$ cat src/rtl/spi_ram_pkg.sv
// Shared definitions for the SPI RAM loader: command bytes, FSM states, RAM geometry.
// The STATUS state exists only when SPI_RAM_LOADER_STATUS_EN is defined.
package spi_ram_pkg;

    localparam int RAM_ADDR_W = 10;
    localparam int RAM_DEPTH  = 1 << RAM_ADDR_W;
    localparam int RAM_DATA_W = 8;

    localparam logic [7:0] CMD_WRITE  = 8'h02;
    localparam logic [7:0] CMD_READ   = 8'h03;
    localparam logic [7:0] CMD_STATUS = 8'h05;

    typedef enum logic [2:0] {
        ST_IDLE,
        ST_CMD,
        ST_ADDR_HI,
        ST_ADDR_LO,
        ST_WRITE,
        ST_READ,
`ifdef SPI_RAM_LOADER_STATUS_EN
        ST_STATUS,
`endif
        ST_IGNORE
    } state_t;

endpackage

$ cat src/rtl/spi_ram_loader_if.sv
// RAM-side bus of the loader: write port and registered read port of SPI_RAM.
interface spi_ram_loader_if #(
    parameter int ADDR_W = 10
);
    logic [7:0]        o_w_Data;
    logic              o_w_Enable;
    logic [ADDR_W-1:0] o_w_Address;
    logic [ADDR_W-1:0] o_r_Address;
    logic [7:0]        i_r_Data;

    modport master (
        output o_w_Data, o_w_Enable, o_w_Address, o_r_Address,
        input  i_r_Data
    );

    modport slave (
        input  o_w_Data, o_w_Enable, o_w_Address, o_r_Address,
        output i_r_Data
    );
endinterface

$ cat src/rtl/spi_slave_phy.sv
// SPI mode-0 slave pin layer: input synchronisers, SCK/CS edge detection,
// RX byte assembly with a byte_valid pulse and a loadable TX shifter for MISO.
module spi_slave_phy #(
    parameter int SYNC_STAGES = 2
) (
    input  logic       clk,
    input  logic       rst,
    input  logic       spi_clk,
    input  logic       spi_mosi,
    input  logic       spi_cs_n,
    output logic       spi_miso,
    output logic       cs_fall,
    output logic       cs_rise,
    output logic       selected,
    output logic       byte_valid,
    output logic [7:0] rx_byte,
    input  logic       tx_load,
    input  logic [7:0] tx_data,
    input  logic       tx_en
);

    logic [SYNC_STAGES-1:0] sck_q, mosi_q, cs_q;
    logic       sck_s, mosi_s, cs_s;
    logic       sck_d, cs_d, armed;
    logic       sck_rise, sck_fall;
    logic [2:0] bit_cnt;
    logic [6:0] rx_shift;
    logic [7:0] tx_shift;

    assign sck_s    = sck_q[SYNC_STAGES-1];
    assign mosi_s   = mosi_q[SYNC_STAGES-1];
    assign cs_s     = cs_q[SYNC_STAGES-1];
    assign sck_rise = sck_s & ~sck_d;
    assign sck_fall = ~sck_s & sck_d;
    // A CS fall only opens a transaction once CS has been seen high since reset.
    assign cs_fall  = armed & cs_d & ~cs_s;
    assign cs_rise  = ~cs_d & cs_s;
    assign selected = armed & ~cs_s;
    assign spi_miso = tx_shift[7];

    always_ff @(posedge clk) begin
        if (rst) begin
            sck_q      <= '0;
            mosi_q     <= '0;
            cs_q       <= '0;
            sck_d      <= 1'b0;
            cs_d       <= 1'b0;
            armed      <= 1'b0;
            bit_cnt    <= '0;
            rx_shift   <= '0;
            rx_byte    <= '0;
            byte_valid <= 1'b0;
            tx_shift   <= '0;
        end else begin
            sck_q      <= {sck_q[SYNC_STAGES-2:0], spi_clk};
            mosi_q     <= {mosi_q[SYNC_STAGES-2:0], spi_mosi};
            cs_q       <= {cs_q[SYNC_STAGES-2:0], spi_cs_n};
            sck_d      <= sck_s;
            cs_d       <= cs_s;
            byte_valid <= 1'b0;
            if (cs_s) begin
                armed <= 1'b1;
            end

            if (cs_s) begin
                bit_cnt <= '0;
            end else if (sck_rise) begin
                rx_shift <= {rx_shift[5:0], mosi_s};
                bit_cnt  <= bit_cnt + 3'd1;
                if (bit_cnt == 3'd7) begin
                    byte_valid <= 1'b1;
                    rx_byte    <= {rx_shift, mosi_s};
                end
            end

            // The fall after the 8th rise keeps bit7 of the freshly loaded byte.
            if (!tx_en) begin
                tx_shift <= '0;
            end else if (tx_load) begin
                tx_shift <= tx_data;
            end else if (sck_fall && bit_cnt != 3'd0) begin
                tx_shift <= {tx_shift[6:0], 1'b0};
            end
        end
    end

endmodule

$ cat src/rtl/spi_ram_loader.sv
// SPI command front-end owning both ports of the dual-port byte RAM.
// Optional SPI_RAM_LOADER_STATUS_EN adds command 0x05 returning the write-byte count.
module spi_ram_loader
    import spi_ram_pkg::*;
#(
    parameter int ADDR_W      = RAM_ADDR_W,
    parameter int SYNC_STAGES = 2
) (
    input  logic i_Clk,
    input  logic i_Rst,
    input  logic i_SPI_Clk,
    input  logic i_SPI_MOSI,
    input  logic i_SPI_CS_n,
    output logic o_SPI_MISO,
    output logic o_Busy,
    spi_ram_loader_if.master ram
);

    state_t                state;
    logic                  write_mode;
    logic [ADDR_W-1:0]     addr;
    logic                  rd_p1, rd_p2;
    logic [RAM_DATA_W-1:0] w_data;
    logic                  w_en;
    logic [ADDR_W-1:0]     w_addr, r_addr;
    logic                  cs_fall, cs_rise, selected, byte_valid;
    logic [7:0]            rx_byte;
    logic                  tx_load, tx_en;
    logic [7:0]            tx_data;

`ifdef SPI_RAM_LOADER_STATUS_EN
    logic [7:0] wr_count;
    logic       st_load;
    assign tx_en   = (state == ST_READ) || (state == ST_STATUS);
    assign tx_load = rd_p2 | st_load;
    assign tx_data = rd_p2 ? ram.i_r_Data : wr_count;
`else
    assign tx_en   = (state == ST_READ);
    assign tx_load = rd_p2;
    assign tx_data = ram.i_r_Data;
`endif

    assign ram.o_w_Data    = w_data;
    assign ram.o_w_Enable  = w_en;
    assign ram.o_w_Address = w_addr;
    assign ram.o_r_Address = r_addr;

    spi_slave_phy #(
        .SYNC_STAGES(SYNC_STAGES)
    ) u_phy (
        .clk       (i_Clk),
        .rst       (i_Rst),
        .spi_clk   (i_SPI_Clk),
        .spi_mosi  (i_SPI_MOSI),
        .spi_cs_n  (i_SPI_CS_n),
        .spi_miso  (o_SPI_MISO),
        .cs_fall   (cs_fall),
        .cs_rise   (cs_rise),
        .selected  (selected),
        .byte_valid(byte_valid),
        .rx_byte   (rx_byte),
        .tx_load   (tx_load),
        .tx_data   (tx_data),
        .tx_en     (tx_en)
    );

    always_ff @(posedge i_Clk) begin
        if (i_Rst) begin
            state      <= ST_IDLE;
            write_mode <= 1'b0;
            addr       <= '0;
            rd_p1      <= 1'b0;
            rd_p2      <= 1'b0;
            w_data     <= '0;
            w_en       <= 1'b0;
            w_addr     <= '0;
            r_addr     <= '0;
            o_Busy     <= 1'b0;
`ifdef SPI_RAM_LOADER_STATUS_EN
            wr_count   <= '0;
            st_load    <= 1'b0;
`endif
        end else begin
            o_Busy <= selected;
            w_en   <= 1'b0;
            rd_p1  <= 1'b0;
            rd_p2  <= rd_p1;
`ifdef SPI_RAM_LOADER_STATUS_EN
            st_load <= 1'b0;
`endif
            // Read data is captured into TX this cycle; prefetch the next byte.
            if (rd_p2) begin
                addr   <= addr + 1'b1;
                r_addr <= addr + 1'b1;
            end

            if (cs_rise) begin
                state <= ST_IDLE;
            end else begin
                case (state)
                    ST_IDLE: begin
                        if (cs_fall) state <= ST_CMD;
                    end
                    ST_CMD: begin
                        if (byte_valid) begin
                            case (rx_byte)
                                CMD_WRITE: begin
                                    write_mode <= 1'b1;
                                    state      <= ST_ADDR_HI;
                                end
                                CMD_READ: begin
                                    write_mode <= 1'b0;
                                    state      <= ST_ADDR_HI;
                                end
`ifdef SPI_RAM_LOADER_STATUS_EN
                                CMD_STATUS: begin
                                    state   <= ST_STATUS;
                                    st_load <= 1'b1;
                                end
`endif
                                default: state <= ST_IGNORE;
                            endcase
                        end
                    end
                    ST_ADDR_HI: begin
                        if (byte_valid) begin
                            addr[ADDR_W-1:8] <= rx_byte[ADDR_W-9:0];
                            state            <= ST_ADDR_LO;
                        end
                    end
                    ST_ADDR_LO: begin
                        if (byte_valid) begin
                            addr[7:0] <= rx_byte;
                            if (write_mode) begin
                                state <= ST_WRITE;
                            end else begin
                                state  <= ST_READ;
                                r_addr <= {addr[ADDR_W-1:8], rx_byte};
                                rd_p1  <= 1'b1;
                            end
                        end
                    end
                    ST_WRITE: begin
                        if (byte_valid) begin
                            w_en   <= 1'b1;
                            w_addr <= addr;
                            w_data <= rx_byte;
                            addr   <= addr + 1'b1;
`ifdef SPI_RAM_LOADER_STATUS_EN
                            wr_count <= wr_count + 8'd1;
`endif
                        end
                    end
                    ST_READ: begin
                        if (byte_valid) begin
                            r_addr <= addr;
                            rd_p1  <= 1'b1;
                        end
                    end
`ifdef SPI_RAM_LOADER_STATUS_EN
                    ST_STATUS: begin
                        if (byte_valid) st_load <= 1'b1;
                    end
`endif
                    ST_IGNORE: ;
                    default: state <= ST_IDLE;
                endcase
            end
        end
    end

endmodule

$ cat src/flat_wrapper.sv
// flat-port wrapper written by rule: the top's interface ports become plain ports
module spi_ram_loader_flat import spi_ram_pkg::*;
#(
    parameter int ADDR_W      = RAM_ADDR_W,
    parameter int SYNC_STAGES = 2
)
  (i_Clk, i_Rst, i_SPI_Clk, i_SPI_MOSI, i_SPI_CS_n, o_SPI_MISO, o_Busy, ram_o_w_Data, ram_o_w_Enable, ram_o_w_Address, ram_o_r_Address, ram_i_r_Data);
  spi_ram_loader_if #(.ADDR_W(ADDR_W)) ram_i ();
  input  logic i_Clk;
  input  logic i_Rst;
  input  logic i_SPI_Clk;
  input  logic i_SPI_MOSI;
  input  logic i_SPI_CS_n;
  output logic o_SPI_MISO;
  output logic o_Busy;
  output wire logic [$bits(ram_i.o_w_Data)-1:0] ram_o_w_Data;
  output wire logic [$bits(ram_i.o_w_Enable)-1:0] ram_o_w_Enable;
  output wire logic [$bits(ram_i.o_w_Address)-1:0] ram_o_w_Address;
  output wire logic [$bits(ram_i.o_r_Address)-1:0] ram_o_r_Address;
  input wire logic [$bits(ram_i.i_r_Data)-1:0] ram_i_r_Data;
  assign ram_o_w_Data = ram_i.o_w_Data;
  assign ram_o_w_Enable = ram_i.o_w_Enable;
  assign ram_o_w_Address = ram_i.o_w_Address;
  assign ram_o_r_Address = ram_i.o_r_Address;
  assign ram_i.i_r_Data = ram_i_r_Data;
  spi_ram_loader #(.ADDR_W(ADDR_W), .SYNC_STAGES(SYNC_STAGES)) u_core (.i_Clk(i_Clk), .i_Rst(i_Rst), .i_SPI_Clk(i_SPI_Clk), .i_SPI_MOSI(i_SPI_MOSI), .i_SPI_CS_n(i_SPI_CS_n), .o_SPI_MISO(o_SPI_MISO), .o_Busy(o_Busy), .ram(ram_i));
endmodule
$ cat config.mk
export PLATFORM = sky130hd
export DESIGN_NAME = spi_ram_loader_flat
export DESIGN_NICKNAME = d
export VERILOG_FILES = /design/src/rtl/spi_ram_pkg.sv /design/src/rtl/spi_ram_loader_if.sv /design/src/rtl/spi_slave_phy.sv /design/src/rtl/spi_ram_loader.sv /design/src/flat_wrapper.sv
export SDC_FILE = /design/constraint.sdc
export NUM_CORES = 1
export LEC_CHECK = 0
export BUFFER_PORTS_ARGS = -buffer_cell sky130_fd_sc_hd__buf_2
export CORE_ASPECT_RATIO = 1.5
export CORE_MARGIN = 3
export CORE_UTILIZATION = 30
export CTS_BUF_LIST = sky130_fd_sc_hd__clkbuf_2 sky130_fd_sc_hd__clkbuf_4 sky130_fd_sc_hd__clkbuf_8
export DETAILED_ROUTE_END_ITERATION = 6
export PLACE_DENSITY = 0.44
export SLEW_MARGIN = 5
export SYNTH_ARGS = -nofsm -noshare
export SYNTH_HDL_FRONTEND = slang
export SYNTH_SLANG_ARGS = --single-unit
$ cat constraint.sdc
create_clock -name i_Clk -period 2 [get_ports i_Clk]
set_clock_uncertainty 0.15 [all_clocks]
set_input_delay 0.4 -clock i_Clk [delete_from_list [all_inputs] [get_ports i_Clk]]
set_output_delay 0.4 -clock i_Clk [all_outputs]
set_load 0.02 [all_outputs]
# Yosys cells after proc, flatten, opt, wreduce, memory -nomap -nowiden
# Cells that the tools add are included.
# op_classes
n_reduce_logical,17
n_mul,0
magnitude_cmp,0
eq_ne,13
div,0
n_addsub,2
n_bitwise,15
n_shift,0
n_mux,28
# op_table
operator,n
10-bit two-way mux,8
8-bit two-way mux,3
10-bit case mux with 2 select lines,1
8-bit by 2-bit equality test with 1-bit output (second input constant),2
8-bit case mux with 2 select lines,1
3-bit two-way mux,5
3-bit case mux with 5 select lines,1
3-bit equality test (second input constant),4
10-bit by 1-bit adder with 10-bit output (second input constant),1
1-bit inverter,9
3-bit OR reduction,3
2-bit OR reduction,4
1-bit AND,6
3-bit by 2-bit equality test with 1-bit output (second input constant),2
2-bit != test (second input constant),3
3-bit AND reduction,2
1-bit two-way mux,5
5-bit AND reduction,1
1-bit case mux with 2 select lines,2
2-bit case mux with 2 select lines,1
4-bit AND reduction,1
2-bit nonzero test,2
3-bit by 1-bit adder with 3-bit output (second input constant),1
3-bit by 1-bit equality test with 1-bit output (second input constant),1
6 further kinds,6
# totals
ff_bits,82
mem_count,0
latchBits,0
rom_bits,0
ramBits,0
elab_cells,96

# Logic depth before layout (Yosys ltp)
# logic_depth
word_depth,6
ltp_mapped,8

# Cells and area by module
# A second synthesis with hierarchy kept.
# hier_totals
hier_cells,456
area_unflattened_um2,3788.6
# modules_own_cells
mod,n_inst,area_each_um2,seq_area_each_um2,cells_each
spi_ram_loader,1,2398.6,920.9,298
spi_slave_phy,1,1390.1,720.7,158

# Worst setup path after synthesis
# Ideal clock, no wire load.
# synth_path
path_type,register to register
startpoint,register u_core.u_phy.cs_q[1]
endpoint,register u_core.r_addr[4] (netlist: u_core.ram.o_r_Address[4])
arrival_time_ns,1.396
path_buffers,2
slack_ns,0.327
setup_time_ns,0.127
path_stages_with_launch,8
t_required_ns,1.723
cell_sequence,dfxtp_1 buf_6 nor2b_4 buf_6 o31ai_4 a21boi_4 o31ai_1 o2bb2ai_1
# synth_via
elab_chain_cells,2
# synth_rtl
element,line_no,rtl
from (decl),spi_slave_phy.sv:22,"logic [SYNC_STAGES-1:0] sck_q, mosi_q, cs_q;"
from (signal assigned),spi_slave_phy.sv:57,"cs_q <= {cs_q[SYNC_STAGES-2:0], spi_cs_n};"
1-bit AND,spi_slave_phy.sv:37,assign cs_rise = ~cs_d & cs_s;
10-bit two-way mux,spi_ram_loader.sv:97,if (cs_rise) begin
to (signal assigned),spi_ram_loader.sv:94,r_addr <= addr + 1'b1;
to (signal assigned),spi_ram_loader.sv:138,"r_addr <= {addr[ADDR_W-1:8], rx_byte};"
to (signal assigned),spi_ram_loader.sv:156,r_addr <= addr;
to (decl),spi_ram_loader.sv:25,"logic [ADDR_W-1:0] w_addr, r_addr;"
# Every way passes these cells.
# A chain may end at the register's enable or synchronous reset.

# Worst setup path after layout
# layout_path
startpoint,register u_core.addr[0]
endpoint,register u_core.r_addr[9] (netlist: u_core.ram.o_r_Address[9])
# layout_via
elab_chain_cells,6
# layout_rtl
element,line_no,rtl
from (decl),spi_ram_loader.sv:21,logic [ADDR_W-1:0] addr;
from (signal assigned),spi_ram_loader.sv:93,addr <= addr + 1'b1;
"from (signal, indexed assignment)",spi_ram_loader.sv:127,addr[ADDR_W-1:8] <= rx_byte[ADDR_W-9:0];
from (signal assigned),spi_ram_loader.sv:133,addr[7:0] <= rx_byte;
10-bit by 1-bit adder with 10-bit output (*),spi_ram_loader.sv:94,
10-bit two-way mux (*),spi_ram_loader.sv:92,if (rd_p2) begin
10-bit two-way mux,spi_ram_loader.sv:134,if (write_mode) begin
10-bit two-way mux,spi_ram_loader.sv:132,if (byte_valid) begin
10-bit case mux with 2 select lines,spi_ram_loader.sv:100,case (state)
10-bit two-way mux (*),spi_ram_loader.sv:97,
# Every way passes the cells marked *; elsewhere a longest branch is shown, timed or not.

==> reports/summary.txt <==
Design area - 0.005000 sq mm
Post-Layout Cell Count - 743
Worst EP arrival - 2.00 ns
TritonCTS clock tree - done
DP Area - 0.004811 sq mm
Clk pwr share - 39.7%
Synth Net Count - 526
Number of instances in the placed design - 727
Clock Latency Late Sink - 0.38 ns
Register area share after synthesis - 39.30%
Total GRT Usage - 17.61%
Routed Wire Length - 12780 microns
CTS Buf Count - 9
Core Footprint - 0.01353 sq mm
Share of cells above drive strength 1 - 23.58%
Final nets - 593
Remaining global-route overflow - 0
Io pins - 44
Initial core utilization - 30.86%
Via Count - 3881
First-pass GRT wire length - 20650 microns
R2r worst-path depth - 6
CTS root buffer - clkbuf_8
Reg2Reg Setup Slack - 0.11 ns
ANT cells - 0
Die Y - 150.5 microns
Max VDD drop - 0.3227 mV
Max-slew violations - 0
Pleak - 1.905 nW
Initial antenna violation count - 0
Finish-stage setup viols - 0
Worst setup path startpoint - u_core.addr[0]
Synth top area share - 39.30%
Sw frac - 25.69%
Tot Pwr - 2.896 mW
Hpwl dp - 9832 microns
Hold crit path type - primary input to register
Max Fclk - 529.3 MHz
Prevailing post-synth register cell - dfxtp_1
RSZ-0062 raised after global routing - false
Dominant cell type by area after synthesis - dfxtp_1
Total clock sinks - 82
Critical Path Sink Type - register
Post-synth EDFFs - 0
End of the worst register-to-register path - u_core.ram.o_r_Address[9]
Seq pwr share - 56.8%
Final period util - 94.47%
Synth Register Bits - 82
Residual DRC - 0
Distinct cell type count after synthesis - 71
Global placement routability congestion - 0.8893
Crit Path Class - register to register
Pre-Repair DR Iteration Count - 4
Resize count post-CTS - 0
Die width - 102.3 microns
Setup bufs post-CTS - 0
Hold WS - 0.08162 ns
Mapped Area - 0.004177 sq mm
Largest net degree at the start of global routing - 54
YS warnings - 0
Sw Pwr - 0.7439 mW
Area Overhead vs Synth - 19.71%
Fin. Hold Viols - 0
Post-Synthesis Cells - 509
Die area - 0.01540 sq mm
Outcome - finished clean
First DRT Iteration DRCs - 223
P per Cell Area - 579.1 mW/mm^2
TNS Setup - 0 ns
H-tree depth - 3
Max-cap violations - 0
Antenna-violating nets left - 0
Vias per cell - 5.223
Slew @ Worst Pin - 0.5209 ns
Fillers - 1475
Dominant cells by area after synthesis - dfxtp_1, nand2_1, a21oi_1
Combinational power share - 3.4%
Rel. slew slack - 64.97%
# rows - 52
CP endpoint - u_core.ram.o_r_Address[9]
Min Clock Period, post-route - 1.889 ns
WL/cell - 17.21 microns
Hold Buf Count CTS - 0
Max clock buf depth - 2
Avg Cell Area, Syn - 8.205 sq um
CP max FO - 11
Vias in the first global route - 3914
Cell-internal power - 2.152 mW
Clock edge transition at the registers on the reported setup and hold paths - 0.09 ns
RR Startpoint - u_core.addr[0]
Startpoint Class - register
FFs w/ async S/R, synth - 0%
PortBufs - 43
Req. time, crit path - 2.11 ns
## worst min-delay path by stage
stage	from	to	slack [ns]	cells after the start
4_1_cts	i_SPI_MOSI	u_core.u_phy.mosi_q[0]	0.06	2
5_1_grt	i_SPI_CS_n	u_core.u_phy.cs_q[0]	0.08	2
3_3_place_gp	u_core.u_phy.sck_q[0]	u_core.u_phy.sck_q[1]	0.27	1
6_report	i_SPI_MOSI	u_core.u_phy.mosi_q[0]	0.08	2
2_1_floorplan	u_core.rd_p1	u_core.rd_p2	0.26	1
3_5_place_dp	u_core.u_phy.mosi_q[0]	u_core.u_phy.mosi_q[1]	0.28	1
## state kept, by name, summed over array words and instances (netlist names), 3 cells and up
name / count
u_core.ram.o_r_Address: 10
u_core.state: 3
u_core.addr: 10
u_core.ram.o_w_Data: 8
u_core.u_phy.tx_shift: 8
u_core.u_phy.rx_byte: 8
u_core.u_phy.bit_cnt: 3
u_core.u_phy.rx_shift: 7
u_core.ram.o_w_Address: 10
## cells in the mapped netlist, drive strengths merged (2+ instances only)
master and n:
o22ai 5, nand3 10, and4 3, and3b 2, o211ai 3, a21oi 50
xor2 9, nor2 34, and3 2, a31oi 4, clkbuf 11, and2 2
dfxtp 82, a22oi 6, nor4 3, o2bb2ai 3, nand2b 5, a211oi 5
mux2i 17, nand2 102, inv 11, o31ai 4, a221oi 2, xnor2 9
mux2 8, ha 4, o21ai 22, o221ai 4, nand4 6, nand3b 3
nor4b 3, a21o 2, a311o 2, buf 27, nor3 10, nor2b 15
## area by class of cell
cell class	count	area, sq um	share of cell area (%)
clock inverter	7	56.30	1.126
tap	162	202.7	4.054
inverter	11	41.29	0.8258
multi-input combinational	378	2296	45.92
clock buffer	9	123.9	2.477
sequential	82	1644	32.88
timing repair buffer	94	635.6	12.71
## critical path, stage by stage, from the launching register on
cell      delay [ns]
dfxtp_1         0.35
buf_4           0.21
and4_1          0.28
nand3_1         0.15
xor2_1          0.25
a211oi_1        0.11
a311o_1         0.28
## logic make-up (layout without fill, tap and decap cells)
family,after synthesis,after routing,synth area share [%]
adders and majority gates,4,4,1.198
buffers and inverters,49,121,5.872
and+or+nand+nor,206,206,24.21
muxes,25,25,6.231
AOI/OAI and AO/OA,125,125,19.41
xor gates and xnor gates,18,18,3.775
DFF,82,82,39.30
## routing by layer
metal / global-route usage, % / wire (microns) / share of wire, % / vias up
li1: - / - / - / 1918
met1: 18.51 / 4935 / 39 / 1840
met2: 31.93 / 6769 / 53 / 93
met3: 3.431 / 467 / 3.7 / 30
met4: 10.05 / 611 / 4.8 / 0
met5: 0 / 0 / 0 / -
## power by group through the flow
stage | Combinational (mW) | Sequential (mW) | Clock (mW)
floorplan | 0.0585 | 1.68 | 0
global placement | 0.0997 | 1.68 | 0
detailed placement | 0.0999 | 1.68 | 0
CTS | 0.100 | 1.65 | 1.21
global route | 0.107 | 1.65 | 1.27
finish | 0.0990 | 1.65 | 1.15
## metrics by stage
| step | setup WS (ns) | utilization (%) |
|---|---|---|
| after global routing | 0.004665 | 36.95 |
| final | 0.1107 | 36.95 |
| after global placement | 0.05712 | 35.55 |
| after CTS | 0.01851 | 36.88 |
| after floorplan | 0.3272 | - |
| after detailed placement | 0.01221 | 35.55 |
## layout by cell type, fill, tap and decap left out, drive strengths merged, types with 4 or more instances in the layout
cell and n:
nand2 102, buf 94, dfxtp 82, a21oi 50
nor2 34, o21ai 22, mux2i 17, inv 16
nor2b 15, nand3 10, nor3 10, xnor2 9
xor2 9, clkbuf 9, mux2 8, a22oi 6
nand4 6, o22ai 5, nand2b 5, a211oi 5
a31oi 4, o221ai 4, ha 4, o31ai 4
Power figures use the tool's default switching activity.
